File: src/rtl/axis_source.sv
// AXI-Stream burst source: COUNT beats of START_VALUE + k*STEP, TLAST on the final beat, optional idle gaps, stall counter.
// Optional macro AXIS_SRC_RAND_GAP_EN: pseudo-random gap length from an 8-bit LFSR instead of a fixed GAP_CYCLES.
module axis_source #(
  parameter int DATA_WIDTH  = 8,
  parameter int COUNT       = 32,
  parameter int START_VALUE = 1,
  parameter int STEP        = 1,
  parameter int GAP_CYCLES  = 0
) (
  input  logic                  clk,
  input  logic                  rst_n,
  input  logic                  start,
  output logic                  M_AXIS_TVALID,
  output logic [DATA_WIDTH-1:0] M_AXIS_TDATA,
  output logic                  M_AXIS_TLAST,
  input  logic                  M_AXIS_TREADY,
  output logic                  busy,
  output logic                  done,
  output logic [15:0]           stall_cycles
);

  localparam int CW = $clog2(COUNT + 1);
  localparam int GW = (GAP_CYCLES > 0) ? $clog2(GAP_CYCLES + 1) : 1;
  localparam logic [CW-1:0]         LAST_IDX = CW'(COUNT - 1);
  localparam logic [DATA_WIDTH-1:0] START_D  = DATA_WIDTH'(START_VALUE);
  localparam logic [DATA_WIDTH-1:0] STEP_D   = DATA_WIDTH'(STEP);

  typedef enum logic [1:0] {
    IDLE = 2'd0,
    SEND = 2'd1,
    GAP  = 2'd2
  } state_t;

  state_t                state, state_nxt;
  logic [CW-1:0]         beat_cnt;
  logic [GW-1:0]         gap_cnt;
  logic [GW-1:0]         gap_len;
  logic [DATA_WIDTH-1:0] tdata;
  logic                  tlast;
  logic                  done_q;
  logic [15:0]           stall_q;

`ifdef AXIS_SRC_RAND_GAP_EN
  logic [7:0] lfsr;
  logic [7:0] lfsr_nxt;

  // x^8+x^6+x^5+x^4+1; gap length uses the value the LFSR steps to on this handshake
  assign lfsr_nxt = {lfsr[6:0], lfsr[7] ^ lfsr[5] ^ lfsr[4] ^ lfsr[3]};
  assign gap_len  = GW'(32'(lfsr_nxt) % (GAP_CYCLES + 1));

  always_ff @(posedge clk or negedge rst_n) begin
    if (!rst_n) begin
      lfsr <= 8'h00;
    end else if (state == IDLE && start) begin
      lfsr <= 8'hA5;
    end else if (state == SEND && M_AXIS_TREADY) begin
      lfsr <= lfsr_nxt;
    end
  end
`else
  assign gap_len = GW'(GAP_CYCLES);
`endif

  always_ff @(posedge clk or negedge rst_n) begin
    if (!rst_n) begin
      state <= IDLE;
    end else begin
      state <= state_nxt;
    end
  end

  always_comb begin
    state_nxt = state;
    case (state)
      IDLE: if (start) state_nxt = SEND;
      SEND: begin
        if (M_AXIS_TREADY) begin
          if (tlast)                state_nxt = IDLE;
          else if (gap_len != '0)   state_nxt = GAP;
        end
      end
      GAP:  if (gap_cnt <= GW'(1)) state_nxt = SEND;
      default: state_nxt = IDLE;
    endcase
  end

  // Every output comes straight from a flop; TVALID never sees TREADY combinationally
  always_comb begin
    M_AXIS_TVALID = (state == SEND);
    busy          = (state != IDLE);
    M_AXIS_TDATA  = tdata;
    M_AXIS_TLAST  = tlast;
    done          = done_q;
    stall_cycles  = stall_q;
  end

  always_ff @(posedge clk or negedge rst_n) begin
    if (!rst_n) begin
      beat_cnt <= '0;
      gap_cnt  <= '0;
      tdata    <= '0;
      tlast    <= 1'b0;
      done_q   <= 1'b0;
      stall_q  <= '0;
    end else begin
      done_q <= 1'b0;
      case (state)
        IDLE: begin
          if (start) begin
            beat_cnt <= '0;
            tdata    <= START_D;
            tlast    <= (COUNT == 1);
            stall_q  <= '0;
          end
        end
        SEND: begin
          if (M_AXIS_TREADY) begin
            if (tlast) begin
              tlast  <= 1'b0;
              done_q <= 1'b1;
            end else begin
              beat_cnt <= beat_cnt + CW'(1);
              tdata    <= tdata + STEP_D;
              tlast    <= ((beat_cnt + CW'(1)) == LAST_IDX);
              gap_cnt  <= gap_len;
            end
          end else if (stall_q != 16'hFFFF) begin
            stall_q <= stall_q + 16'd1;
          end
        end
        GAP: gap_cnt <= gap_cnt - GW'(1);
        default: ;
      endcase
    end
  end

endmodule
File: config.mk
export PLATFORM = sky130hd
export DESIGN_NAME = axis_source
export DESIGN_NICKNAME = d
export VERILOG_FILES = /design/src/rtl/axis_source.sv
export SDC_FILE = /design/constraint.sdc
export NUM_CORES = 1
export LEC_CHECK = 0
export BUFFER_PORTS_ARGS = -buffer_cell sky130_fd_sc_hd__buf_4
export CAP_MARGIN = 5
export CORE_ASPECT_RATIO = 0.8
export CORE_UTILIZATION = 50
export CTS_CLUSTER_DIAMETER = 30
export DETAILED_ROUTE_END_ITERATION = 8
export PLACE_DENSITY_LB_ADDON = 0.08
export SLEW_MARGIN = 20
export SYNTH_ARGS = -nofsm -noshare
export SYNTH_HDL_FRONTEND = slang
export SYNTH_SLANG_ARGS = --single-unit
File: constraint.sdc
create_clock -name clk -period 4.4 [get_ports clk]
set_input_delay 0.66 -clock clk [delete_from_list [all_inputs] [get_ports clk]]
set_output_delay 0.66 -clock clk [all_outputs]
set_load 0.03 [all_outputs]
# Yosys cells after proc, flatten, opt, wreduce, memory -nomap -nowiden
# Index checks and enable logic that the tools add are counted.
# word_totals
register_bits	35
latchBits	0
mem_bits_rw	0
romBits	0
input_bits	4
output_inout_bits	28
mem_count	0
# op_classes
addsub	4
multipliers	0
n_div	0
order_cmp	1
eq_ne	11
shift	0
n_mux	27
bitwise	0
reduce_logical	9
# ops
cell	count
2-to-1 mux 16 bit	3
case mux 16 bit (2 select lines)	1
2-to-1 mux 8 bit	3
2-to-1 mux 6 bit	3
adder 16 x 1 -> 16 bit (second input constant)	1
!= test 16 bit (second input constant)	1
case mux 8 bit (2 select lines)	1
case mux 6 bit (2 select lines)	1
AND reduction 4 bit	3
adder 8 x 1 -> 8 bit (second input constant)	1
2-to-1 mux 1 bit	8
2-to-1 mux 2 bit	4
!= test 2 bit (second input constant)	4
adder 6 x 1 -> 6 bit (second input constant)	1
equality test 6 x 5 -> 1 bit (second input constant)	1
!= test 2 x 1 -> 1 bit (second input constant)	3
case mux 2 bit (3 select lines)	1
AND reduction 3 bit	2
nonzero test 2 bit	3
case mux 1 bit (2 select lines)	2
equality test 2 x 1 -> 1 bit (second input constant)	1
equality test 2 bit (second input constant)	1
logical NOT 2 bit	1
less-or-equal comparator 1 bit (second input constant)	1
subtractor 1 bit (second input constant)	1

# Depth between registers and ports, before layout
# depth
word_depth	5
ltp_mapped	6

# Worst setup path before layout
# Ideal clock, no wire load.
# synth_timing
kind	input -> register
start	input M_AXIS_TREADY
end	register stall_q[15] (netlist: stall_cycles[15])
setup_ns	0.078
arrival_ns	1.993
setup_slack_ns	2.329
path_stages	5
path_buffers	1
path_cell_list	nand2b_4 > or4_1 > buf_2 > or4_1 > a21oi_1
# synth_between
elab_chain_len	2
# synth_lines
element	line	source
start: declaration	16	input logic M_AXIS_TREADY,
!= test 2 bit (no line)	--	
AND reduction 4 bit (no line)	--	
end signal: assignment	128	stall_q <= stall_q + 16'd1;
end: declaration	41	logic [15:0] stall_q;
# No other way between the ends.
# A chain may end at the register's enable or synchronous reset.

# Worst setup path in the final report
# layout_timing
start	register state[0]
end	register stall_q[15] (netlist: stall_cycles[15])
# layout_between
elab_chain_len	3
# layout_lines
element	line	source
start: declaration	34	state_t state, state_nxt;
start signal: assignment	68	state <= state_nxt;
equality test 2 x 1 -> 1 bit or logical NOT 2 bit (tied branches)	107	case (state)
!= test 2 x 1 -> 1 bit (no line), or another cell as far along	--	
AND reduction 4 bit (no line)	--	
# Several ways; a longest one is shown, not always the timed one.

==> impl_results.md <==
- Grt ovf: 0
- Worst R2R Start: state[0]
- Diode count: 0
- EDFF count, synth: 0
- Routed Antenna Nets: 0
- Initial Util: 54.7%
- TritonCTS buffer count: 5
- Multi-input gate area: 865 µm²
- Vias in the first global route: 1295
- Asr flop ratio synth: 100%
- CP Data Arrival Time: 2.31 ns
- Worst-path clk slew: 0.07 ns
- Synthesized area: approximately 1700 µm²
- Post-layout min period: 2.09 ns
- Layout cell share with drive strength beyond 1: 20.5%
- Finish-stage setup viols: 0
- Core area: 3200 µm²
- FF-to-FF End: stall_cycles[15]
- Distinct cell type count after synthesis: 39
- I/O pin cnt: 32
- CTS root buf: clkbuf_8
- Worst-skew pair later-pin latency: ~0.29 ns
- Required time of the critical path: 4.62 ns
- Fillers: 270
- Final Non-Filler Cells: 255
- DRT iter0 DRCs: 70
- Max frequency: around 0.48 GHz
- Via Count: around 1500
- Warnings, synthesis: 0
- Fin crit share: 47.5%
- P&R area growth vs syn: 19.3%
- PostCTS Resize Cnt: 0
- Slew Limit Fails: 0
- Post-synthesis sequential area ratio: 47.2%
- Largest net degree at the start of global routing: 34
- Number of post-CTS setup repair buffers: 0
- RSZ-0062 raised after global routing: false
- Final Hold Fails: 0
- CP most frequent cell: or4_1
- DR WL/cell: 14.3 µm
- Port-buffer cells: 31
- Max cap viols: 0
- First-pass GRT wire length: ~6000 µm
- Top cell type by total area after synthesis: dfrtp_1
- Setup tns final: 0 ns
- Largest fanout on the critical path: 15
- CTS tree: done
- FP Rows: 18
- Worst reg-to-reg setup slack: 2.31 ns
- Vias per cell: ~5.8
- Die width: 68.1 µm
- Top-area cell type share of the netlist area: 47.2%
- FF/Latch Area: 826 µm²
- VDD IR max: 0.326 mV
- CTS Sinks: 33
- Hold Buf Count CTS: 0
- Most frequent cells after synthesis: dfrtp_1, nand2_1, nor2_1, nand3_1
- Worst slew pin tran: 0.706 ns
- Cell family with most CP delay: simple AND/OR/NAND/NOR gates
- Buf+Inv Stages, Crit Path: 0
- Largest cells by area after synthesis: dfrtp_1, nand2_1, o31ai_1, nand4_1, nand3_1
- Max incr delay on CP: 0.63 ns
- Most frequent cell after synthesis: dfrtp_1
- Die footprint: roughly 3700 µm²
- Routability Congestion: 0.801
- Crit Path Category: register to register
- Final wirelength: between 3000 and 4000 µm
- Setup crit start kind: register
- Crit. End Element: register
- Max transition margin: 52.6%
- CTS Buffer Depth: 2
- Dominant synthesized flop cell: dfrtp_1
- Placed Instances: around 250
- Antenna violations before repair: 0
- Post-synthesis sequential element count: 33
- Hpwl dp: 2520 µm
- DRC: 0
- Synth Net Count: 192
- Outcome: finished, final reports clean
- Cells on worst reg2reg path: 4
- Initial DRT Pass Iterations: 4
- Cells after Synth: approximately 180
- Synth Area per Inst: 9.50 µm²
- Nets: 222
- Max H-tree Level: 2
- GRT Total Usage: 22.8%
- Die span in y: ~55 µm
- Worst Hold Class: input pin to asynchronous set/reset pin
- PD cells: 475 nW/µm²
- Worst Skew: approximately 0.0057 ns
- Pleak: 0.889 nW
- Critical path's slowest cell: or4_1
- CP cell instances: nand2b_4 -> or4_1 -> or4_1 -> a21oi_1
registers in the layout, indices dropped and copies added (netlist names):
signal,flops
state,1
M_AXIS_TLAST,1
done,1
M_AXIS_TDATA,8
stall_cycles,16
beat_cnt,6
per-stage QoR:
| stage | cell area (µm²) | worst slack (ns) | power [mW] | util (%) | hold WS [ns] |
|---|---|---|---|---|---|
| final | 2090 | 2.31 | 0.990 | 65.2 | 0.303 |
| after CTS | 2090 | 2.32 | 0.999 | 65.2 | 0.311 |
| after global placement | 2000 | 2.13 | 0.764 | 62.6 | 0.517 |
| after floorplan | 1750 | 2.33 | 0.650 | - | 0.364 |
| after detailed placement | 2000 | 2.08 | 0.773 | 62.6 | 0.532 |
| after global routing | 2090 | 2.19 | 1.06 | 65.2 | 0.321 |
layer usage:
metal	vias up	global-route usage [%]	share of wire, %
met5	-	0	0
met2	35	33.7	42
li1	737	-	-
met4	0	11.5	1.9
met3	8	5.00	4.4
met1	692	31.6	51
placed cells by master (no fill, tap or decap), types with 2 or more instances in the layout:
cell and count:
dfrtp_1 33, buf_4 33, nand2_1 18, nor2_1 13
nand3_1 11, nand4_1 9, o31ai_1 9, o21ai_0 9
a21oi_1 9, or4_1 6, xor2_1 5, xnor2_1 5
clkbuf_8 5, inv_1 4, nor3_1 4, ha_1 4
mux2i_1 3, o211ai_1 3, or3_1 3, and3_1 2
nand2b_1 2, nor4_1 2, nor2b_1 2, a211oi_1 2
o311ai_0 2, o41ai_1 2, clkinv_2 2
final cells by class:
type                            instances  area share [%]
Inverter                                4           0.720
Clock inverter                          2           0.480
Sequential cell                        33            39.6
Clock buffer                            6            3.48
Multi-Input combinational cell        137            41.5
Timing Repair Buffer                   33            11.9
Tap cell                               40            2.40
cell families (layout without fill, tap and decap cells):
group / after synthesis / after routing / share of synthesized area, %
buffers and inverters: 14 / 45 / 3.29
muxes: 3 / 3 / 1.72
and+or+nand+nor: 81 / 81 / 25.3
xor gates and xnor gates: 10 / 10 / 5.01
AOI/OAI and AO/OA: 39 / 39 / 14.5
DFF: 33 / 33 / 47.2
adders and majority gates: 4 / 4 / 2.86
how the worst max path moves through the flow:
stage / slack (ns) / start / cells past startpoint / end
3_5_place_dp: 2.08 / M_AXIS_TREADY / 5 / stall_cycles[15]
6_report: 2.31 / state[0] / 4 / stall_cycles[15]
4_1_cts: 2.32 / state[0] / 4 / stall_cycles[15]
2_1_floorplan: 2.33 / M_AXIS_TREADY / 5 / stall_cycles[15]
3_3_place_gp: 2.13 / M_AXIS_TREADY / 5 / stall_cycles[15]
5_1_grt: 2.19 / stall_cycles[0] / 5 / stall_cycles[12]
power breakdown:
group,switching [mW],internal (mW),total (mW)
Sequential,0.0880,0.366,0.454
Combinational,0.185,0.126,0.312
Clock,0.114,0.110,0.224
Total,0.388,0.602,0.990
(Power assumes the default switching activity.)
